## src/rtl/ahb_pkg.sv

```systemverilog
// Shared AHB-Lite encodings and the scratch slave FSM state type.
package ahb_pkg;

  localparam logic [1:0] HTRANS_IDLE   = 2'b00;
  localparam logic [1:0] HTRANS_BUSY   = 2'b01;
  localparam logic [1:0] HTRANS_NONSEQ = 2'b10;
  localparam logic [1:0] HTRANS_SEQ    = 2'b11;

  localparam logic [1:0] HRESP_OKAY  = 2'b00;
  localparam logic [1:0] HRESP_ERROR = 2'b01;

  localparam logic [2:0] HSIZE_BYTE = 3'd0;
  localparam logic [2:0] HSIZE_HALF = 3'd1;
  localparam logic [2:0] HSIZE_WORD = 3'd2;

  typedef enum logic [2:0] {
    StIdle,
    StWait,
    StData,
    StErr1,
    StErr2
  } state_e;

endpackage

```

## src/rtl/ahb_lite_scratch_slave_if.sv

```systemverilog
// AHB-Lite signal bundle between a master/decoder and the scratch slave.
interface ahb_lite_scratch_slave_if;
  logic        hsel;
  logic        hready;
  logic [1:0]  htrans;
  logic [2:0]  hsize;
  logic [2:0]  hburst;
  logic        hwrite;
  logic [31:0] haddr;
  logic [31:0] hwdata;
  logic [31:0] hrdata;
  logic [1:0]  hresp;
  logic        hready_out;

  modport master (
    output hsel, hready, htrans, hsize, hburst, hwrite, haddr, hwdata,
    input  hrdata, hresp, hready_out
  );

  modport slave (
    input  hsel, hready, htrans, hsize, hburst, hwrite, haddr, hwdata,
    output hrdata, hresp, hready_out
  );
endinterface

```

## src/rtl/ahb_wstrb_gen.sv

```systemverilog
// Byte-lane strobe and alignment check for a little-endian 32-bit AHB beat.
module ahb_wstrb_gen
  import ahb_pkg::*;
(
  input  logic [2:0] size,
  input  logic [1:0] addr_lo,
  output logic [3:0] strb,
  output logic       align_err
);

  always_comb begin
    strb      = 4'b0000;
    align_err = 1'b0;
    case (size)
      HSIZE_BYTE: strb = 4'b0001 << addr_lo;
      HSIZE_HALF: begin
        strb      = addr_lo[1] ? 4'b1100 : 4'b0011;
        align_err = addr_lo[0];
      end
      HSIZE_WORD: begin
        strb      = 4'b1111;
        align_err = (addr_lo != 2'b00);
      end
      default: align_err = 1'b1;  // sizes above a word are unsupported
    endcase
  end

endmodule

```

## src/rtl/ahb_lite_scratch_slave.sv

```systemverilog
// AHB-Lite flop scratchpad with programmable wait states and two-cycle ERROR responses.
module ahb_lite_scratch_slave
  import ahb_pkg::*;
#(
  parameter int unsigned DEPTH       = 16,
  parameter int unsigned WAIT_CYCLES = 0,
  parameter int unsigned ERRCNT_W    = 8
) (
  input  logic                    hclk,
  input  logic                    hrst_n,
  ahb_lite_scratch_slave_if.slave bus,
  output logic [ERRCNT_W-1:0]     err_cnt
);

  localparam int unsigned AW = $clog2(DEPTH);

  state_e        state_q, state_d;
  logic [2:0]    wcnt_q, wcnt_d;
  logic [AW-1:0] idx_q;
  logic          wr_q;
  logic [3:0]    strb_q;
  logic [31:0]   mem_q [DEPTH];

  logic [3:0] strb;
  logic       align_err;
  logic       can_accept;
  logic       accept;
  logic       xfer_err;

  ahb_wstrb_gen u_wstrb_gen (
    .size      (bus.hsize),
    .addr_lo   (bus.haddr[1:0]),
    .strb      (strb),
    .align_err (align_err)
  );

  assign can_accept = (state_q == StIdle) || (state_q == StData) || (state_q == StErr2);
  assign accept     = can_accept & bus.hsel & bus.hready & bus.htrans[1];
  assign xfer_err   = align_err | (bus.haddr[31:AW+2] != '0);

  always_ff @(posedge hclk or negedge hrst_n) begin
    if (!hrst_n) begin
      state_q <= StIdle;
      wcnt_q  <= 3'd0;
      idx_q   <= '0;
      wr_q    <= 1'b0;
      strb_q  <= 4'b0000;
      err_cnt <= '0;
      mem_q   <= '{default: '0};
    end else begin
      state_q <= state_d;
      wcnt_q  <= wcnt_d;
      if (accept) begin
        idx_q  <= bus.haddr[AW+1:2];
        wr_q   <= bus.hwrite;
        strb_q <= strb;
      end
      if (state_q == StData && wr_q) begin
        for (int b = 0; b < 4; b++) begin
          if (strb_q[b]) mem_q[idx_q][8*b +: 8] <= bus.hwdata[8*b +: 8];
        end
      end
      if (state_q == StErr2 && err_cnt != '1) err_cnt <= err_cnt + ERRCNT_W'(1);
    end
  end

  always_comb begin
    state_d = state_q;
    wcnt_d  = wcnt_q;
    case (state_q)
      StWait: begin
        if (wcnt_q == 3'd0) state_d = StData;
        else                wcnt_d  = wcnt_q - 3'd1;
      end
      StErr1: state_d = StErr2;
      default: begin
        // Idle, data and second error cycle all take a pipelined address phase.
        if (!accept) begin
          state_d = StIdle;
        end else if (xfer_err) begin
          state_d = StErr1;
        end else if (WAIT_CYCLES == 0) begin
          state_d = StData;
        end else begin
          state_d = StWait;
          wcnt_d  = 3'(WAIT_CYCLES - 1);
        end
      end
    endcase
  end

  always_comb begin
    bus.hready_out = 1'b1;
    bus.hresp      = HRESP_OKAY;
    bus.hrdata     = 32'h0;
    case (state_q)
      StWait: bus.hready_out = 1'b0;
      StErr1: begin
        bus.hready_out = 1'b0;
        bus.hresp      = HRESP_ERROR;
      end
      StErr2: bus.hresp = HRESP_ERROR;
      StData: if (!wr_q) bus.hrdata = mem_q[idx_q];
      default: ;
    endcase
  end

endmodule

```

## src/flat_wrapper.sv

```systemverilog
// flat-port wrapper written by rule: the top's interface ports become plain ports
module ahb_lite_scratch_slave_flat import ahb_pkg::*;
#(
  parameter int unsigned DEPTH       = 16,
  parameter int unsigned WAIT_CYCLES = 0,
  parameter int unsigned ERRCNT_W    = 8
)
  (hclk, hrst_n, err_cnt, bus_hsel, bus_hready, bus_htrans, bus_hsize, bus_hburst, bus_hwrite, bus_haddr, bus_hwdata, bus_hrdata, bus_hresp, bus_hready_out);
  ahb_lite_scratch_slave_if bus_i ();
  input  logic hclk;
  input  logic hrst_n;
  output logic [ERRCNT_W-1:0] err_cnt;
  input wire logic [$bits(bus_i.hsel)-1:0] bus_hsel;
  input wire logic [$bits(bus_i.hready)-1:0] bus_hready;
  input wire logic [$bits(bus_i.htrans)-1:0] bus_htrans;
  input wire logic [$bits(bus_i.hsize)-1:0] bus_hsize;
  input wire logic [$bits(bus_i.hburst)-1:0] bus_hburst;
  input wire logic [$bits(bus_i.hwrite)-1:0] bus_hwrite;
  input wire logic [$bits(bus_i.haddr)-1:0] bus_haddr;
  input wire logic [$bits(bus_i.hwdata)-1:0] bus_hwdata;
  output wire logic [$bits(bus_i.hrdata)-1:0] bus_hrdata;
  output wire logic [$bits(bus_i.hresp)-1:0] bus_hresp;
  output wire logic [$bits(bus_i.hready_out)-1:0] bus_hready_out;
  assign bus_i.hsel = bus_hsel;
  assign bus_i.hready = bus_hready;
  assign bus_i.htrans = bus_htrans;
  assign bus_i.hsize = bus_hsize;
  assign bus_i.hburst = bus_hburst;
  assign bus_i.hwrite = bus_hwrite;
  assign bus_i.haddr = bus_haddr;
  assign bus_i.hwdata = bus_hwdata;
  assign bus_hrdata = bus_i.hrdata;
  assign bus_hresp = bus_i.hresp;
  assign bus_hready_out = bus_i.hready_out;
  ahb_lite_scratch_slave #(.DEPTH(DEPTH), .WAIT_CYCLES(WAIT_CYCLES), .ERRCNT_W(ERRCNT_W)) u_core (.hclk(hclk), .hrst_n(hrst_n), .bus(bus_i), .err_cnt(err_cnt));
endmodule
```

## config.mk

```make
export PLATFORM = sky130hd
export DESIGN_NAME = ahb_lite_scratch_slave_flat
export DESIGN_NICKNAME = d
export VERILOG_FILES = /design/src/rtl/ahb_pkg.sv /design/src/rtl/ahb_lite_scratch_slave_if.sv /design/src/rtl/ahb_wstrb_gen.sv /design/src/rtl/ahb_lite_scratch_slave.sv /design/src/flat_wrapper.sv
export SDC_FILE = /design/constraint.sdc
export NUM_CORES = 1
export LEC_CHECK = 0
export ABC_CLOCK_PERIOD_IN_PS = 3550
export CAP_MARGIN = 5
export CORE_AREA = 5 5 291 179
export CTS_BUF_LIST = sky130_fd_sc_hd__clkbuf_8
export DETAILED_ROUTE_END_ITERATION = 7
export DIE_AREA = 0 0 296 184
export GPL_TIMING_DRIVEN = 1
export PLACE_DENSITY = 0.69
export SLEW_MARGIN = 10
export SYNTH_ARGS = -nofsm -noshare
export SYNTH_HDL_FRONTEND = slang
export SYNTH_HIERARCHICAL = 1
export SYNTH_SLANG_ARGS = --single-unit
export TNS_END_PERCENT = 100
```

## constraint.sdc

```tcl
create_clock -name hclk -period 3.55 [get_ports hclk]
set_input_delay 0.71 -clock hclk [delete_from_list [all_inputs] [get_ports hclk]]
set_output_delay 0.71 -clock hclk [all_outputs]
set_load 0.01 [all_outputs]
```

==> out/qor.yml, run 1 <==
status: "complete, no violations"
cts_buffer_depth: 3
vias: 14100
route.detailed.drc: 0
fp-row-count: 63
total_power_mw: 14.1
drv_cap: 0
portBuffers: 114
combPwrFrac_pct: 17.8
critPathKind: "reg -> out"
viasPerCell: 5.87
ios: 120
intPower_mw: 10.4
fin_crit_ns: 3.44
grt_pass1_vias: 15400
hold_class: "in -> async"
synth_area_per_cell_um2: 15.8
post-place-ws_ns: 0.231
end_kind: "primary output"
syn_nets: 1613
cts_tree: "done"
path_clk_slew_ns: 0.07
yosysSeqAreaShare_pct: 55.3
core_region_area_um2: 49000
cp_max_fo: 32
fin_skew_ns: 0.0230
start_util_pct: 49.4
cts_root_buffer: "clkbuf_8"
grt_pass1_wl_mm: 90.3
worst_pin_slew_ns: 0.808
gr-total-overflow: 0
setup_viol: 0
h-tree-depth: 3
wl_per_cell_um: 23.7
crit_chain: "or4b_4 -> or2_2 -> buf_12 -> o21ai_0 -> buf_4 -> dlygate4sd2_1"
yosys_warnings: 6
grt_max_degree: 95
cp_slowest_cell: "or4b_4"
synth_top_area_cell: "dfrtp_1"
final_common_cell: "dfrtp_1"
startpoint: "u_core/wr_q"
die_h_um: 184
synth_top_area_share_pct: 55.3
dr.pass1.iters: 5
ant_nets: 0
critPathLaunchType: "flip-flop"
critPathTopFamily: "simple AND/OR/NAND/NOR gates"
fin_nets: 1774
hpwl_mm: 36.0
critPathArrivalTime_ns: 2.73
synthesis.area_um2: 24200
numCtsBuffers: 79
die-area_um2: 54500
rsz0062_at_grt: "false"
syn_inst: 1533
slew_headroom_pct: 45.7
finalWorstSetupSlack_ns: 0.107
drive_above_1_share_pct: 48.3
power.density_nw_per_um2: 503
fin_crit_sh_pct: 97.0
p_clk_share_pct: 34.8
switching_share_pct: 26.4
clock_sinks: 535
clock_latency_ns: 0.64
drt_iter0_markers: 852
area_delta_synth_final_pct: 16.1
leakagePower_nw: 11.7
hold_violations: 0
wl_mm: 57.0
fmax_ghz: 0.290
grt_usage_pct: 21.4
crit_required_ns: 2.84
placed_area_um2: 26400
seqPwrFrac_pct: 47.4
crit_buf_inv: 3
grt_antenna_before_repair: 2
p_sw_mw: 3.72
gp_congestion: 0.744
finalMaxSlewViolations: 0
synth.ff_latch_count: 535
r2r_start: "u_core/idx_q[1]"
max_stage_delay_ns: 0.55
peakVddDrop_v: 0.000258
die_w_um: 296
tns_ns: 0
final_cell_mix: "532 x dfrtp_1, 488 x mux2_2, 128 x mux4_2"
synth_cell_types: 39
synth_area_leaders: "dfrtp_1 55%, mux2_2 23%, mux4_2 12%, mux2_1 1.6%, mux2i_1 1.3%"
fin_area_um2: 28100
==> synthesized netlist by cell type, drive strengths merged <==
master    n
nor3     10
and2      4
nor4      8
o21ai    37
mux4    128
a22oi    32
or2       1
buf      42
xnor2     2
dfrtp   535
nand3     3
mux2    522
a21o      3
nand4     2
clkbuf   45
nand2    73
o21bai    1
and4bb    1
nand4b    1
o211ai    1
mux2i    32
inv       7
xor2      6
a21oi     5
or4b      1
ha        3
nor2     20
or3       1
nand2b    6
conb      1
==> state kept, by name (all words and copies together), names as in the netlist <==
register        flops
u_core/mem_q      512
u_core/err_cnt      8
u_core/idx_q        4
u_core/strb_q       4
u_core/state_q      3
u_core/wcnt_q       3
u_core/wr_q         1
==> cell families after synthesis <==
| group | Yosys count | share of synthesized area, % |
|---|---|---|
| other | 1 | 0.0155 |
| adder cells (fa/ha/maj) | 3 | 0.155 |
| multiplexers | 682 | 37.5 |
| AO/OA/AOI/OAI | 79 | 2.02 |
| flip-flops | 535 | 55.3 |
| XOR/XNOR | 8 | 0.290 |
| buffers and inverters | 94 | 1.74 |
| AND/OR/NAND/NOR | 131 | 2.94 |
==> cell type report <==
| type | instances | area [µm²] |
|---|---|---|
| clock inverters | 39 | 186 |
| fillers | 3842 | 20900 |
| repair buffers | 167 | 1850 |
| well taps | 650 | 813 |
| clock buffers | 100 | 1380 |
| flip-flops and latches | 535 | 13400 |
| inverters | 7 | 26.3 |
| diodes | 1 | 2.50 |
| multi-input cells | 904 | 10400 |
==> stage by stage <==
stage	util, %	cells	hold slack [ns]
2_1_floorplan	-	1533	0.414
3_3_place_gp	53.9	2256	0.462
3_5_place_dp	53.9	2256	0.466
4_1_cts	57.4	2402	0.0876
5_1_grt	57.4	2403	0.110
6_report	57.4	2403	0.109
==> power groups by stage <==
stage	registers (mW)	logic [mW]	clock network [mW]
final	6.69	2.51	4.91
after global routing	6.73	2.71	5.34
after CTS	6.69	2.54	5.06
after detailed placement	6.82	2.45	0
after global placement	6.80	2.39	0
after floorplan	6.71	1.64	0
==> timing repair <==
item	CTS	global route
resized for setup	48	3
hold buffers	0	0
endpoints found under the setup margin	32	3
pin swaps	1	0
cloned	2	0
setup buffers	5	0
==> path summary, 6_finish.rpt <==
path | cells after the start | slack (ns) | to
setup / recovery | 6 | 0.11 | bus_hrdata[27]
hold reg to reg | 1 | 0.48 | u_core/wcnt_q[0]
setup reg to reg | 5 | 0.64 | u_core/mem_q[450]
min in group hclk | 1 | 0.48 | u_core/wcnt_q[0]
max in group asynchronous | 2 | 2.45 | u_core/mem_q[124]
hold / removal | 1 | 0.11 | u_core/mem_q[196]
==> routing by layer <==
metal	global-route usage, %	wire length, µm
met5	0	10
met4	5.73	1160
met3	3.86	2350
met2	33.3	26700
met1	31.6	26800
Note: power is estimated with default switching activity, not from simulation.
==> run 2, diff against run 1 <==
ABC_CLOCK_PERIOD_IN_PS = 4200   (was 3550)
clock period = 4.2 ns   (was 3.55 ns; I/O delays follow)
==> run 2 against run 1 <==
  * Sequential share of layout area is 0.30 points higher
  * Clock-buffer cell count up 4
  * Register-to-register slack improved by 0.69 ns
  * Setup slack improved by 0.036 ns
  * Combinational power is 20% lower
  * Sequential power shrank 15%
  * Cell area down 0.63%
  * Cell count decreased by 0.42%
  * Critical path depth is the same
  * Non-clock buffer count fell by 13
  * Critical endpoint is now bus_hrdata[16]
  * Largest cell class unchanged
  * Highest routed layer is now met4
==> out/qor.yml, run 2 (synthesis gave the netlist of run 1 again) <==
p_sw_mw: 3.16
p_clk_share_pct: 36.2
clock_sinks: 535
critPathLaunchType: "flip-flop"
slew_headroom_pct: 36.6
path_clk_slew_ns: 0.07
final_common_cell: "dfrtp_1"
ant_nets: 0
fmax_ghz: 0.246
cts_root_buffer: "clkbuf_8"
die-area_um2: 54500
ios: 120
vias: 14000
gr-total-overflow: 0
worst_pin_slew_ns: 0.951
diodes: 0
switching_share_pct: 26.1
clock_latency_ns: 0.63
wl_mm: 57.6
gp_congestion: 0.726
leakagePower_nw: 11.5
end_kind: "primary output"
grt_max_degree: 107
timing.hold.ws_ns: 0.240
multiInputGateArea_um2: 10400
fin_area_um2: 27900
fin_skew_ns: 0.0144
critPathTopFamily: "buffers and inverters"
viasPerCell: 5.84
placed_area_um2: 26200
grt_antenna_before_repair: 0
final_cell_mix: "532 x dfrtp_1, 488 x mux2_2, 128 x mux4_2"
h-tree-depth: 3
finalMaxSlewViolations: 0
regArea_um2: 13400
cts_tree: "done"
cts_hold_buf: 0
post-place-ws_ns: 0.646
crit_chain: "buf_12 -> buf_12 -> mux4_2 -> a22oi_1 -> o21ai_0 -> clkdlybuf4s50_1"
intPower_mw: 8.92
drv_cap: 0
grt_usage_pct: 21.5
hpwl_mm: 36.3
cp_slowest_cell: "dfrtp_4"
crit_buf_inv: 3
fp-row-count: 63
grt_pass1_vias: 15000
core_region_area_um2: 49000
fin_nets: 1762
tns_ns: 0
grt_pass1_wl_mm: 90.0
finalWorstSetupSlack_ns: 0.143
crit_required_ns: 3.36
seqPwrFrac_pct: 47.3
n_fill_cell: 3844
cp_max_fo: 16
start_util_pct: 49.4
largest_register_ffs: 512
route.detailed.drc: 0
area_delta_synth_final_pct: 15.3
fin_crit_ns: 4.06
drt_iter0_markers: 896
drive_above_1_share_pct: 48.0
hold_violations: 0
critPathArrivalTime_ns: 3.22
power.density_nw_per_um2: 433
max_stage_delay_ns: 0.68
critPathKind: "reg -> out"
reg_top3: "u_core/mem_q x512, u_core/err_cnt x8"
combPwrFrac_pct: 16.5
setup_viol: 0
crit_top_cell: "buf_12"
status: "complete, no violations"
die_h_um: 184
largest-register: "u_core/mem_q"
cts_buffer_depth: 3
dr.pass1.iters: 5
rsz0062_at_grt: "false"
hold_class: "in -> async"
fin_crit_sh_pct: 96.6
die_w_um: 296
peakVddDrop_v: 0.000253
portBuffers: 114
wl_per_cell_um: 24.1
numCtsBuffers: 80
-- run 2: cell types whose count changed in the layout (fill, tap and decap cells not counted), moves of 3 or more --
cell / before / now
buf_12: 22 / 12
a22oi_1: 27 / 32
clkbuf_8: 100 / 104
inv_6: 3 / 0
o21ai_0: 24 / 35
a22oi_2: 5 / 0
dlygate4sd2_1: 31 / 0
clkinv_2: 8 / 15
o21ai_1: 12 / 2
inv_1: 32 / 26
clkdlybuf4s50_1: 81 / 113
-- run 2: worst register-to-register path: cells and delay by family (launching register included) --
kind	cells	cell delay, ns
flops	1	0.65
buf+inv	2	0.47
simple gates	2	1.19
mux	1	0.46
-- run 2: worst paths after layout --
| kind | from | to | slack (ns) | cells after the start |
|---|---|---|---|---|
| max | u_core/idx_q[0] | bus_hrdata[16] | 0.14 | 6 |
| min | hrst_n | u_core/mem_q[420] | 0.24 | 1 |
| max reg2reg | u_core/idx_q[0] | u_core/mem_q[511] | 1.33 | 5 |
| min reg2reg | u_core/wcnt_q[2] | u_core/wcnt_q[2] | 0.48 | 2 |
| max in group asynchronous | hrst_n | u_core/mem_q[456] | 2.80 | 2 |
| min in group hclk | u_core/wcnt_q[2] | u_core/wcnt_q[2] | 0.48 | 2 |
-- run 2: metrics by stage --
| stage | total power, mW | util (%) | std cells |
|---|---|---|---|
| floorplan | 7.06 | - | 1533 |
| global placement | 7.74 | 53.6 | 2249 |
| detailed placement | 7.81 | 53.6 | 2249 |
| CTS | 12.2 | 57.0 | 2393 |
| global route | 12.6 | 57.0 | 2393 |
| finish | 12.1 | 57.0 | 2393 |
-- run 2: per-layer routing --
metal | part of all wire (%) | global-route usage, %
met5 | 0 | 0
met4 | 1.7 | 4.74
met3 | 4.6 | 3.82
met2 | 46 | 32.9
met1 | 48 | 32.8
-- run 2: cell type report --
class,count,area share [%]
tap,650,2.91
inverter,7,0.0941
clock buffer,104,5.13
clock inverter,39,0.820
timing repair buffer,154,5.75
sequential,535,48.0
multi-input combinational,904,37.3
-- run 2: power by group through the flow --
stage	Sequential, mW	Combinational, mW	Clock, mW
2_1_floorplan	5.67	1.39	0
3_3_place_gp	5.79	1.95	0
3_5_place_dp	5.81	2.00	0
4_1_cts	5.71	2.03	4.49
5_1_grt	5.74	2.17	4.72
6_report	5.71	2.00	4.37
-- run 2: what timing repair did --
action / CTS / global route
hold endpoints to repair: 0 / 0
endpoints found under the setup margin: 1 / 2
resized for setup: 0 / 1
buffers inserted: 1 / 0
==> run 3, diff against run 2 <==
ABC_CLOCK_PERIOD_IN_PS = not set   (was 4200)
SYNTH_HIERARCHICAL = not set   (was 1)
==> run 3 against run 2 <==
  * Utilization down 0.40 points
  * Clock power shrank 5.7%
  * Global-route usage up 0.22 points
  * Cell area decreased by 0.71%
  * Synthesized area is essentially flat
  * Clock-buffer cell count fell by 4
  * Setup slack improved by 0.0044 ns
  * Sequential power is essentially flat
  * Critical endpoint is now bus_hrdata[15]
  * Critical path depth shrank 1
==> out/qor.yml, run 3 <==
start_util_pct: 49.5
vias: 14200
clock_latency_ns: 0.62
rsz0062_at_grt: "false"
fin_crit_sh_pct: 96.5
portBuffers: 114
fp-row-count: 63
die-area_um2: 54500
synth_top_area_share_pct: 55.3
cp_max_fo: 17
crit_required_ns: 3.36
cts_buffer_depth: 3
critPathKind: "reg -> out"
slew_headroom_pct: 33.2
fin_skew_ns: 0.0167
peakVddDrop_v: 0.000266
h-tree-depth: 3
worst_pin_slew_ns: 0.994
synth_area_per_cell_um2: 15.4
diodes: 0
critPathArrivalTime_ns: 3.21
tns_ns: 0
syn_nets: 1654
fin_area_um2: 27700
end_kind: "primary output"
async_flop_share_pct: 100
numCtsBuffers: 80
post-route-util_pct: 56.6
cts_tree: "done"
syn_inst: 1574
grt_pass1_wl_mm: 91.7
grt_antenna_before_repair: 0
drive_above_1_share_pct: 47.5
cts_hold_buf: 0
grt_usage_pct: 21.7
dr.pass1.iters: 5
wl_mm: 58.0
synth_top_flop_cell: "dfrtp_1"
setup_viol: 0
ios: 120
fin_nets: 1787
critPathLaunchType: "flip-flop"
synth-edff-count: 0
ant_nets: 0
fmax_ghz: 0.247
gp_congestion: 0.777
cts_root_buffer: "clkbuf_8"
core_region_area_um2: 49000
grt_pass1_vias: 15400
final_cell_mix: "532 x dfrtp_1, 508 x mux2_2, 128 x mux4_2"
viasPerCell: 5.88
synth.most_common_cell: "dfrtp_1"
gr-total-overflow: 0
leakagePower_nw: 11.4
power.density_nw_per_um2: 422
synth_top_area_cell: "dfrtp_1"
synth_area_leaders: "dfrtp_1 55%, mux2_2 24%, mux4_2 12%, nand3_1 1.4%, nand2_2 1.1%"
n_fill_cell: 3850
final_common_cell: "dfrtp_1"
die_w_um: 296
drv_cap: 0
hold_violations: 0
reg_top3: "u_core.mem_q x512, u_core.err_cnt x8"
crit_chain: "buf_4 -> mux4_2 -> a22oi_1 -> nand3_1 -> clkdlybuf4s50_1"
finalMaxSlewViolations: 0
grt_max_degree: 113
path_clk_slew_ns: 0.07
max_stage_delay_ns: 0.72
area_delta_synth_final_pct: 14.4
hold_class: "in -> async"
synthesis.area_um2: 24200
synth.ff_latch_count: 535
hpwl_mm: 37.5
clock_sinks: 535
status: "complete, no violations"
placed_area_um2: 26100
largest_register_ffs: 512
yosysSeqAreaShare_pct: 55.3
fin_crit_ns: 4.05
die_h_um: 184
wl_per_cell_um: 24.1
ys_top_cells_by_count: "535 x dfrtp_1, 508 x mux2_2, 128 x mux4_2"
drt_iter0_markers: 981
largest-register: "u_core.mem_q"
cp_slowest_cell: "dfrtp_4"
yosys_warnings: 0
synth_cell_types: 40
route.detailed.drc: 0
run 3: changes by cell type in the layout (fill, tap and decap cells not counted), sizes merged, moves of 4 or more:
cell	before	now
xor2	6	2
nand2	73	106
o21ai	37	10
and3	0	8
and2	4	0
inv	26	32
mux2i	32	0
mux2	522	518
clkinv	15	8
clkbuf	104	100
nand3	3	67
buf	41	32
xnor2	2	6
nor3	10	6
run 3: area by class of cell:
cell class,instances,area [µm²],area share [%]
Sequential cell,535,13400,48.3
Multi-Input combinational cell,939,10400,37.5
Timing Repair Buffer,145,1550,5.61
Clock buffer,100,1380,4.97
Tap cell,650,813,2.93
Clock inverter,36,158,0.569
Inverter,6,22.5,0.0813
run 3: logic make-up (layout without fill, tap and decap cells):
logic type	Yosys count	after routing	share of synthesized area, %
buffers and inverters	100	287	1.88
DFF	535	535	55.3
adders and majority gates	3	3	0.155
AOI/OAI and AO/OA	51	51	1.45
xor gates and xnor gates	8	8	0.289
and+or+nand+nor	230	230	4.95
muxes	646	646	36.0
other	1	1	0.0155
run 3: final timing paths:
kind | from | endpoint | slack, ns | cells past startpoint
hold / removal | hrst_n | u_core.mem_q[188] | 0.31 | 1
setup reg to reg | u_core.idx_q[3] | u_core.mem_q[381] | 0.97 | 5
setup / recovery | u_core.idx_q[0] | bus_hrdata[15] | 0.15 | 5
max in group asynchronous | hrst_n | u_core.mem_q[141] | 2.91 | 2
hold reg to reg | u_core.wcnt_q[0] | u_core.wcnt_q[0] | 0.48 | 1
min in group hclk | u_core.wcnt_q[0] | u_core.wcnt_q[0] | 0.48 | 1
run 3: metrics by stage:
stage | cells | setup WS, ns | power [mW] | hold slack (ns)
2_1_floorplan | 1574 | 1.63 | 6.95 | 0.442
3_3_place_gp | 2273 | 0.587 | 7.59 | 0.461
3_5_place_dp | 2273 | 0.554 | 7.66 | 0.471
4_1_cts | 2410 | 0.00573 | 11.8 | 0.324
5_1_grt | 2411 | 0.0134 | 12.2 | 0.343
6_report | 2411 | 0.147 | 11.7 | 0.310
run 3: routing by layer:
metal | up-vias | GRT usage, % | part of all wire, %
met3 | 84 | 4.19 | 4.7
met1 | 7615 | 32.5 | 47
met5 | - | 0 | 0
li1 | 6169 | - | -
met4 | 0 | 4.91 | 1.7
met2 | 315 | 33.6 | 46
run 3: worst max-delay path: cells and delay by family (launching register included):
kind / cells / cell delay [ns]
compound gates: 1 / 0.32
buf+inv: 2 / 0.85
flops: 1 / 0.72
mux: 1 / 0.52
simple gates: 1 / 0.17
run 3: what timing repair did:
item	CTS	global route
setup endpoints to repair	18	6
hold endpoints to repair	0	0
resized for setup	0	0
buffers inserted	1	1
run 3: power by group:
group / internal [mW] / switching, mW / total (mW) / leakage [nW]
sequential: 5.47 / 0.254 / 5.72 / 6.26
combinational: 1.01 / 0.852 / 1.86 / 4.22
clock: 2.14 / 1.98 / 4.12 / 0.888
